**config.mk**
```make
export PLATFORM = sky130hd
export DESIGN_NAME = fw_scoreboard
export DESIGN_NICKNAME = d
export VERILOG_FILES = /design/src/rtl/fw_scoreboard_pkg.sv /design/src/rtl/fw_port_resolve.sv /design/src/rtl/fw_scoreboard.sv
export SDC_FILE = /design/constraint.sdc
export NUM_CORES = 1
export LEC_CHECK = 0
export ABC_AREA = 1
export CELL_PAD_IN_SITES_DETAIL_PLACEMENT = 0
export CELL_PAD_IN_SITES_GLOBAL_PLACEMENT = 1
export CORE_ASPECT_RATIO = 0.75
export CORE_UTILIZATION = 37
export DETAILED_ROUTE_END_ITERATION = 6
export MAX_ROUTING_LAYER = met4
export PLACE_DENSITY_LB_ADDON = 0.1
export SYNTH_ARGS = -nofsm -noshare
export SYNTH_HDL_FRONTEND = slang
export SYNTH_SLANG_ARGS = --single-unit
```
**constraint.sdc**
```tcl
create_clock -name clk -period 2.55 [get_ports clk]
set_input_delay 0.3825 -clock clk [delete_from_list [all_inputs] [get_ports clk]]
set_output_delay 0.3825 -clock clk [all_outputs]
set_load 0.05 [all_outputs]
```
**src/rtl/fw_scoreboard_pkg.sv**
```systemverilog
// Shared types for the forwarding scoreboard: register address, scoreboard
// entry and the fw_sel width helper.
package fw_scoreboard_pkg;

    localparam int REG_AW                   = 5;
    localparam int DEFAULT_DEPTH            = 2;
    localparam int DEFAULT_LOAD_READY_STAGE = 2;

    typedef logic [REG_AW-1:0] regaddr_t;

    typedef struct packed {
        logic     valid;
        logic     is_load;
        regaddr_t rd_addr;
    } sb_entry_t;

    // fw_sel needs to encode 0 (register file) plus stages 1..depth.
    function automatic int fw_sel_width(input int depth);
        return $clog2(depth + 1);
    endfunction

endpackage

```
**src/rtl/fw_port_resolve.sv**
```systemverilog
// Resolves one source-register read port against the in-flight scoreboard:
// picks the youngest matching stage and flags it when not yet forwardable.
module fw_port_resolve
    import fw_scoreboard_pkg::*;
#(
    parameter int DEPTH            = DEFAULT_DEPTH,
    parameter int LOAD_READY_STAGE = DEFAULT_LOAD_READY_STAGE,
    parameter int SEL_W            = fw_sel_width(DEPTH)
) (
    input  regaddr_t              i_src_addr,
    input  sb_entry_t [DEPTH:1]   i_stages,
    output logic [SEL_W-1:0]      o_fw_sel,
    output logic                  o_hazard
);

    always_comb begin
        o_fw_sel = '0;
        o_hazard = 1'b0;
        // Walk from oldest to youngest so the youngest match overwrites.
        for (int k = DEPTH; k >= 1; k--) begin
            if (i_stages[k].valid && (i_stages[k].rd_addr == i_src_addr) &&
                (i_src_addr != '0)) begin
                o_fw_sel = SEL_W'(k);
                o_hazard = i_stages[k].is_load && (k < LOAD_READY_STAGE);
            end
        end
    end

endmodule

```
**src/rtl/fw_scoreboard.sv**
```systemverilog
// Forwarding scoreboard: tracks in-flight destination registers per stage,
// selects forwarding sources and raises load-use stall with a stall counter.
module fw_scoreboard
    import fw_scoreboard_pkg::*;
#(
    parameter int NUM_RPORTS       = 2,
    parameter int DEPTH            = DEFAULT_DEPTH,
    parameter int LOAD_READY_STAGE = DEFAULT_LOAD_READY_STAGE
) (
    input  logic                                              clk,
    input  logic                                              rst,
    input  logic                                              advance,
    input  logic                                              flush,
    input  logic                                              issue_valid,
    input  logic                                              issue_rd_we,
    input  logic                                              issue_is_load,
    input  regaddr_t                                          issue_rd_addr,
    input  regaddr_t [NUM_RPORTS-1:0]                         src_addr,
    output logic [NUM_RPORTS-1:0][fw_sel_width(DEPTH)-1:0]    fw_sel,
    output logic                                              stall,
    output logic [15:0]                                       stall_count
);

    localparam int SEL_W = fw_sel_width(DEPTH);

    sb_entry_t [DEPTH:1]                 r_stage;
    logic [15:0]                         r_stall_count;
    logic [NUM_RPORTS-1:0][SEL_W-1:0]    w_sel;
    logic [NUM_RPORTS-1:0]               w_hazard;
    logic                                w_stall;
    logic                                w_insert;
    sb_entry_t                           w_issue_entry;

    for (genvar p = 0; p < NUM_RPORTS; p++) begin : g_port
        fw_port_resolve #(
            .DEPTH            (DEPTH),
            .LOAD_READY_STAGE (LOAD_READY_STAGE),
            .SEL_W            (SEL_W)
        ) u_resolve (
            .i_src_addr (src_addr[p]),
            .i_stages   (r_stage),
            .o_fw_sel   (w_sel[p]),
            .o_hazard   (w_hazard[p])
        );
    end

    // Outputs are forced quiet while reset is held so nothing stale leaks out.
    assign w_stall = !rst && issue_valid && (|w_hazard);
    assign stall   = w_stall;
    assign fw_sel  = rst ? '0 : w_sel;

    // r0 writes and killed/stalled issues enter stage 1 as bubbles.
    assign w_insert = issue_valid && issue_rd_we && !w_stall && !flush &&
                      (issue_rd_addr != '0);

    always_comb begin
        w_issue_entry         = '0;
        w_issue_entry.valid   = w_insert;
        w_issue_entry.is_load = issue_is_load;
        w_issue_entry.rd_addr = issue_rd_addr;
    end

    always_ff @(posedge clk) begin
        if (rst) begin
            r_stage       <= '0;
            r_stall_count <= '0;
        end else if (advance) begin
            for (int k = DEPTH; k >= 2; k--) begin
                r_stage[k] <= r_stage[k-1];
            end
            r_stage[1] <= w_insert ? w_issue_entry : '0;
            if (w_stall && (r_stall_count != 16'hFFFF)) begin
                r_stall_count <= r_stall_count + 16'd1;
            end
        end
    end

    assign stall_count = r_stall_count;

endmodule

```
==> out/metrics.sh, run 1 <==
OUTCOME='finished, violations left'
VIOLATIONS_IN_THE_FINAL_REPORTS='design-rule violations'
FIRST_PASS_ITERS=6
POST_SYNTH_INST_COUNT=297
SYNTHESIS.AREA_SQ_MM=0.00188
CRITICAL_PATH.ENDPOINT_TYPE='primary output'
DIODES=0
GRT_PASS1_WL_UM=8310
ANT_NETS=0
CTS-BUFFERS-INSERTED=5
SYNTH-WARNING-COUNT=0
DRT-INITIAL-DRC-COUNT=97
CLOCKBUFFERDEPTH=2
SYNTH_TOP_AREA_SHARE=0.308
IRDROPWORSTVDD_V=0.000240
GRT_SETUP_UNREPAIRED='false'
MAXCLOCKFREQUENCY_GHz=0.419
DIE_HEIGHT_UM=63.8
WORSTPATHMAXFANOUT=3
CRITICAL_PATH.STARTPOINT_TYPE='primary input'
FLOORPLAN.CORE_AREA_SQ_MM=0.00490
SKEW_NS=0.00743
YOSYSSEQAREASHARE=0.308
VIAS=1938
SYN_NETS=320
WORST_SETUP_PATH_STARTPOINT='src_addr[6]'
FINAL_HOLD_VIOL_COUNT=0
REPORT.FINAL.SLEW_VIOL_COUNT=0
FINAL_AREA_SQ_MM=0.00254
DRCVIOLATIONCOUNT=5
POST_SYNTH_CELL_TYPES=25
GRT_PASS1_VIAS=1797
PLACEDINSTANCEAREA_SQ_MM=0.00242
TIMING.CRITICAL_PATH.MAX_DELAY_FAMILY='buffers and inverters'
POWER_PER_CELL_AREA_mW_PER_MM2=396
CTS.ROOT.BUFFER_CELL='clkbuf_8'
FINAL_MIN_PERIOD_OVER_CLOCK_PERIOD=0.937
FILL_CELLS=502
CHIPWIDTH_UM=84.4
DESIGN.DIE.AREA_SQ_MM=0.00539
REG2REG_FROM='stall_count[0]'
WORSTHOLDPATHTYPE='reg2reg'
CTS-HTREE-LEVELS=2
WL_PER_CELL_UM=11.9
STDCELL_COUNT=405
GRT_ANTENNA_BEFORE_REPAIR=0
LAYOUT.NETS=367
LAYOUT-DRIVE-GT1-SHARE=0.113
PERIOD_NEEDED_NS=2.39
SYN-MEAN-INSTANCE-AREA_SQ_UM=6.34
CRITICAL_PATH.MAX_STAGE_DELAY_NS=0.50
CPMAXSTAGEDELAYCELL='clkdlybuf4s50_1'
TNS_NS=0
AREA_GROWTH_PCT=34.8
INITIAL_UTILIZATION=0.385
YS_FF_LATCH=29
CRIT_ARRIVAL_NS=2.01
POST-CTS-SETUP-BUFFER-COUNT=0
MAXIMUM_NUMBER_OF_PINS_ON_ONE_NET_BEFORE_GLOBAL_ROUTE_REPAIR=21
NUM_IO_PINS=43
LAYOUT.CORE_UTILIZATION=0.518
SYNTH_AREA_LEADER_CELL='dfxtp_1'
YOSYS-TOP-CELLS-AREA='dfxtp_1 31%, nand2_1 16%, inv_1 10%'
VIAS_PER_CELL=4.79
DRV.MAX_CAP_VIOLATION_COUNT=0
CLK_PIN_SLEW_WORST_PATHS_NS=0.06
LAYOUT_SETUP_WS_NS=0.161
PLACEMENT_ROWS=22
PLACE.DETAILED.INSTANCES=397
WORST_SLEW_PIN_SLEW_NS=0.582
SLEW_HEADROOM=0.611
GRT_REMAINING_OVERFLOW=0
WORST_HOLD_STARTPOINT='r_stage[6]'
CLOCK_LATENCY_NS=0.28
POWER.STATIC_LEAKAGE_nW=1.13
CTS_SINKS=29
DETAILEDPLACEMENTHPWL_UM=3700
CTS_HOLD_BUF=0
CTS_TREE='yes'
CRITPATHKIND='in2out'
PRECTSSETUPSLACK_NS=0.0176
SETUP-VIOLATIONS-FINAL=0
CRIT_BUF_INV=3
ROUTABILITYCONGESTION=0.846
CTS.REPAIR.RESIZED=0
POST-LAYOUT-TOTAL-POWER_mW=1.01
PORTBUFFERS=42
TOTAL_LENGTH_OF_ROUTED_WIRES_UM=4820
GROUTE.USAGE.OVERALL=0.201
CP_CELL_SEQUENCE='clkdlybuf4s50_1 > inv_1 > nand2_1 > o21ai_0 > nor4b_2 > nand3_1 > nor3_2 > buf_12'
CRITICAL_PATH_REQUIRED_NS=2.17
FINALHOLDWORSTSLACK_NS=0.465
## flip-flops by register name (all words and copies together), names as in the netlist
| register | count |
|---|---|
| stall_count | 16 |
| r_stage | 13 |
## cells in the final DEF (no fill, tap or decap), types with 6 or more instances in the layout
master | netlist | routed
a21oi_1 | 18 | 18
clkbuf_8 | 0 | 7
clkdlybuf4s50_1 | 0 | 37
dfxtp_1 | 29 | 29
inv_1 | 50 | 50
nand2_1 | 79 | 78
nand3_1 | 10 | 10
nand4_1 | 10 | 10
nand4_2 | 10 | 10
nor2_1 | 43 | 43
o21ai_0 | 10 | 10
o21bai_1 | 10 | 10
xor2_1 | 6 | 6
## worst paths after layout
check / endpoint / slack, ns / cells past startpoint
max: fw_sel[3] / 0.16 / 8
min reg2reg: r_stage[6] / 0.46 / 2
min: r_stage[6] / 0.46 / 2
max reg2reg: stall_count[0] / 0.60 / 9
## metal layers
metal,vias up,wire (um),global-route usage
met2,51,1900,0.296
met1,849,2620,0.283
met3,4,261,0.0426
met5,-,0,-
met4,0,38,0.0445
li1,1034,-,-
## tightest hold or removal path, cell delays in order, from the launching register on
cell and delay [ns]:
dfxtp_1 0.31, nand2_1 0.06, a21oi_1 0.05
## cells by family (layout without fill, tap and decap cells)
logic type,after synthesis,after routing,synth area share
DFF,29,29,0.308
adders and majority gates,1,1,0.00664
AOI/OAI and AO/OA,39,39,0.118
xor gates and xnor gates,6,6,0.0279
buffers and inverters,58,106,0.127
and+or+nand+nor,164,164,0.412
## synthesized netlist by cell type
cell type  number
buf_2           2
nand4_1        10
inv_1          50
ha_1            1
xor2_1          6
o22ai_1         1
o21ai_0        10
nor4b_1         1
nor2_1         43
nand2_2         2
nand3_1        10
inv_2           1
nor2_2          2
nand4_2        10
nor3_1          4
nor4_1          1
buf_12          1
a21oi_1        18
nand3_2         1
dfxtp_1        29
nand2_1        79
clkbuf_1        3
nand2_4         1
o21bai_1       10
buf_4           1
## layout make-up
cell class / count / area (sq um) / share of cell area
clock inverters: 1 / 5.00 / 0.00197
repair buffers: 47 / 508 / 0.200
multi-input cells: 210 / 1080 / 0.427
inverters: 51 / 191 / 0.0754
flip-flops and latches: 29 / 581 / 0.229
well taps: 60 / 75.1 / 0.0296
clock buffers: 7 / 96.3 / 0.0379
## report_power, final
part	total, mW	switching (mW)	internal, mW
sequential	0.466	0.00680	0.460
combinational	0.119	0.0623	0.0570
clock	0.421	0.177	0.244
Power figures use the tool's default switching activity.
==> run 2, diff against run 1 <==
--- a/config.mk
+++ b/config.mk
@@ -10,6 +10,7 @@
 export CELL_PAD_IN_SITES_GLOBAL_PLACEMENT = 1
 export CORE_ASPECT_RATIO = 0.75
 export CORE_UTILIZATION = 37
+export CTS_CLUSTER_SIZE = 14
 export DETAILED_ROUTE_END_ITERATION = 6
 export MAX_ROUTING_LAYER = met4
 export PLACE_DENSITY_LB_ADDON = 0.1
==> results of run 2 <==
The final DEF is identical to that of run 1; final timing and power are the same.
==> run 3, diff against run 2 <==
--- a/config.mk
+++ b/config.mk
@@ -9,7 +9,9 @@
 export CELL_PAD_IN_SITES_DETAIL_PLACEMENT = 0
 export CELL_PAD_IN_SITES_GLOBAL_PLACEMENT = 1
 export CORE_ASPECT_RATIO = 0.75
+export CORE_MARGIN = 10
 export CORE_UTILIZATION = 37
+export CTS_CLUSTER_DIAMETER = 80
 export CTS_CLUSTER_SIZE = 14
 export DETAILED_ROUTE_END_ITERATION = 6
 export MAX_ROUTING_LAYER = met4
==> run 3 against run 2 <==
  * The flow now finishes without violations
  * Sequential share of layout area rose by 0.056 points
  * Via count is 0.88% lower
  * Non-clock buffer count rose by 1
  * Worst setup slack lost 0.0064 ns
  * Cell count increased by 0.25%
  * Critical path depth is the same
  * First-iteration DRC count fell by 3.1%
  * Clock skew down 0.0017 ns
  * Final area shrank 0.25%
  * Flip-flop and latch count unchanged
  * Critical endpoint unchanged
  * Largest power group unchanged
  * Highest routed layer unchanged
==> out/metrics.sh, run 3 (same netlist as run 1, synthesis figures left out) <==
CLK_PIN_SLEW_WORST_PATHS_NS=0.06  # about the same
GRT_PASS1_VIAS=1752  # -2.5%
SKEW_NS=0.00576  # -0.00167 ns
SW_FRAC_OF_TOTAL=0.249  # +0.00391
FINAL_MIN_PERIOD_OVER_CLOCK_PERIOD=0.939  # +0.00251
POWER.SHARE.SEQUENTIAL=0.462  # about the same
POWER_PER_CELL_AREA_mW_PER_MM2=399  # +0.69%
WL_PER_CELL_UM=13.0  # +8.9%
PLACEMENT_ROWS=22  # unchanged
LARGEST_REGISTER_FF_COUNT=16  # unchanged
TNS_NS=0  # unchanged
LAYOUT.CORE_UTILIZATION=0.517  # -0.00128
FILL_CELLS=491  # -2.2%
LAYOUT.NETS=368  # +0.27%
NUM_IO_PINS=43  # unchanged
FINAL_AREA_SQ_MM=0.00253  # -0.25%
CHIPWIDTH_UM=102  # +21%
ROUTABILITYCONGESTION=0.882  # +4.2%
REPORT.FINAL.SLEW_VIOL_COUNT=0  # unchanged
INITIAL_UTILIZATION=0.385  # unchanged
MET3_WIRELENGTH_UM=352  # +35%
WORSTPATHMAXFANOUT=3  # unchanged
CRITICAL_PATH_REQUIRED_NS=2.17  # about the same
GRT_ANTENNA_BEFORE_REPAIR=0  # unchanged
MAXCLOCKFREQUENCY_GHz=0.418  # -0.27%
VIAS=1921  # -0.88%
ROUTE.LAYER.MET1.WL_UM=2920  # +11%
SETUP-VIOLATIONS-FINAL=0  # unchanged
CRITPATHKIND='in2out'
POWER.COMBINATIONAL.FRACTION=0.117  # about the same
GRT_REMAINING_OVERFLOW=0  # unchanged
IRDROPWORSTVDD_V=0.000207  # -14%
LAYOUT-DRIVE-GT1-SHARE=0.107  # -0.00611
CRITICAL_PATH.ENDPOINT_TYPE='primary output'
PERIOD_NEEDED_NS=2.40  # +0.00639 ns
CTS-BUFFERS-INSERTED=5  # unchanged
CTS_TREE='yes'
CTS.REPAIR.RESIZED=0  # unchanged
LAYOUT.CELLS.MOST_COMMON_LIST='79 x nand2_1, 50 x inv_1, 43 x nor2_1'
CTS_HOLD_BUF=0  # unchanged
GRT_PASS1_WL_UM=8470  # +2.0%
LAYOUT.CELLS.MOST_COMMON='nand2_1'
DRT-INITIAL-DRC-COUNT=94  # -3.1%
CRIT_ARRIVAL_NS=2.01  # about the same
WORST_SLEW_PIN_SLEW_NS=0.615  # +0.0327 ns
TOTAL_LENGTH_OF_ROUTED_WIRES_UM=5270  # +9.2%
CRITICAL_PATH.STARTPOINT_TYPE='primary input'
DESIGN.DIE.AREA_SQ_MM=0.00838  # +56%
ANT_NETS=0  # unchanged
MET2ROUTEDLENGTH_UM=1960  # +2.9%
FINALHOLDWORSTSLACK_NS=0.470  # +0.00494 ns
POST-CTS-SETUP-BUFFER-COUNT=0  # unchanged
VIAS_PER_CELL=4.73  # -1.1%
DIE_HEIGHT_UM=81.8  # +28%
DIODES=0  # unchanged
FIRST_PASS_ITERS=4  # -2
FLOORPLAN.CORE_AREA_SQ_MM=0.00490  # unchanged
HIGHEST-SIGNAL-LAYER='met4'
CLOCKBUFFERDEPTH=2  # unchanged
SLEW_HEADROOM=0.589  # -0.0218
GROUTE.USAGE.OVERALL=0.131  # -0.0700
CTS.ROOT.BUFFER_CELL='clkbuf_8'
CLOCK_LATENCY_NS=0.28  # about the same
POWER.STATIC_LEAKAGE_nW=1.13  # about the same
AREA_GROWTH_PCT=34.5
INTPOWER_uW=760  # about the same
CTS-HTREE-LEVELS=2  # unchanged
MAXIMUM_NUMBER_OF_PINS_ON_ONE_NET_BEFORE_GLOBAL_ROUTE_REPAIR=21  # unchanged
FINAL_HOLD_VIOL_COUNT=0  # unchanged
POWER.NET_SWITCHING_uW=251  # +2.0%
CTS_SINKS=29  # unchanged
PORTBUFFERS=42  # unchanged
GRT_SETUP_UNREPAIRED='false'
OUTCOME='finished, final reports clean'
P_CLK_FRAC=0.421  # +0.003
PLACEDINSTANCEAREA_SQ_MM=0.00243  # +0.31%
DETAILEDPLACEMENTHPWL_UM=4190  # +13%
DRCVIOLATIONCOUNT=0  # -5
DRV.MAX_CAP_VIOLATION_COUNT=0  # unchanged
WORSTHOLDPATHTYPE='reg2reg'
-- run 3: cell count changes in the layout (fill, tap and decap cells not counted), sizes merged --
cell,change
buf,+1
-- run 3: worst paths after layout --
path / from / to / slack (ns) / cells past startpoint
worst max-delay path: src_addr[6] / fw_sel[3] / 0.15 / 8
worst min-delay path: r_stage[5] / r_stage[5] / 0.47 / 2
worst max register to register: stall_count[0] / stall_count[0] / 0.56 / 9
worst min register to register: r_stage[5] / r_stage[5] / 0.47 / 2
-- run 3: power groups by stage --
| stage | Clock (mW) | Combinational [mW] | Sequential, mW |
|---|---|---|---|
| after floorplan | 0 | 0.0628 | 0.474 |
| after global placement | 0 | 0.118 | 0.477 |
| after detailed placement | 0 | 0.118 | 0.477 |
| after CTS | 0.437 | 0.118 | 0.467 |
| after global routing | 0.458 | 0.130 | 0.468 |
| final | 0.426 | 0.118 | 0.467 |
-- run 3: metrics by stage --
| stage | total power, mW | instances | setup slack, ns |
|---|---|---|---|
| 2_1_floorplan | 0.537 | 297 | 0.226 |
| 5_1_grt | 1.06 | 406 | 0.0204 |
| 3_3_place_gp | 0.595 | 398 | 0.192 |
| 4_1_cts | 1.02 | 406 | 0.163 |
| 6_report | 1.01 | 406 | 0.155 |
| 3_5_place_dp | 0.595 | 398 | 0.167 |
-- run 3: metal layers --
layer,up-vias,track usage
met2,47,0.169
met4,0,0.0337
li1,1038,-
met1,831,0.190
met5,-,-
met3,5,0.0378
-- run 3: layout make-up --
class                   count  area, sq um  share of cell area
multi-input cells         210         1070               0.422
flip-flops and latches     29          581               0.229
repair buffers             48          515               0.203
inverters                  51          191              0.0756
clock buffers               7         96.3              0.0380
well taps                  60         75.1              0.0296
clock inverters             1         5.00             0.00198
-- run 3: critical path, stage by stage --
cell             delay (ns)
clkdlybuf4s50_1        0.50
inv_1                  0.08
nand2_1                0.05
o21ai_0                0.07
nor4b_1                0.34
nand3_1                0.11
nor3_1                 0.29
buf_12                 0.18
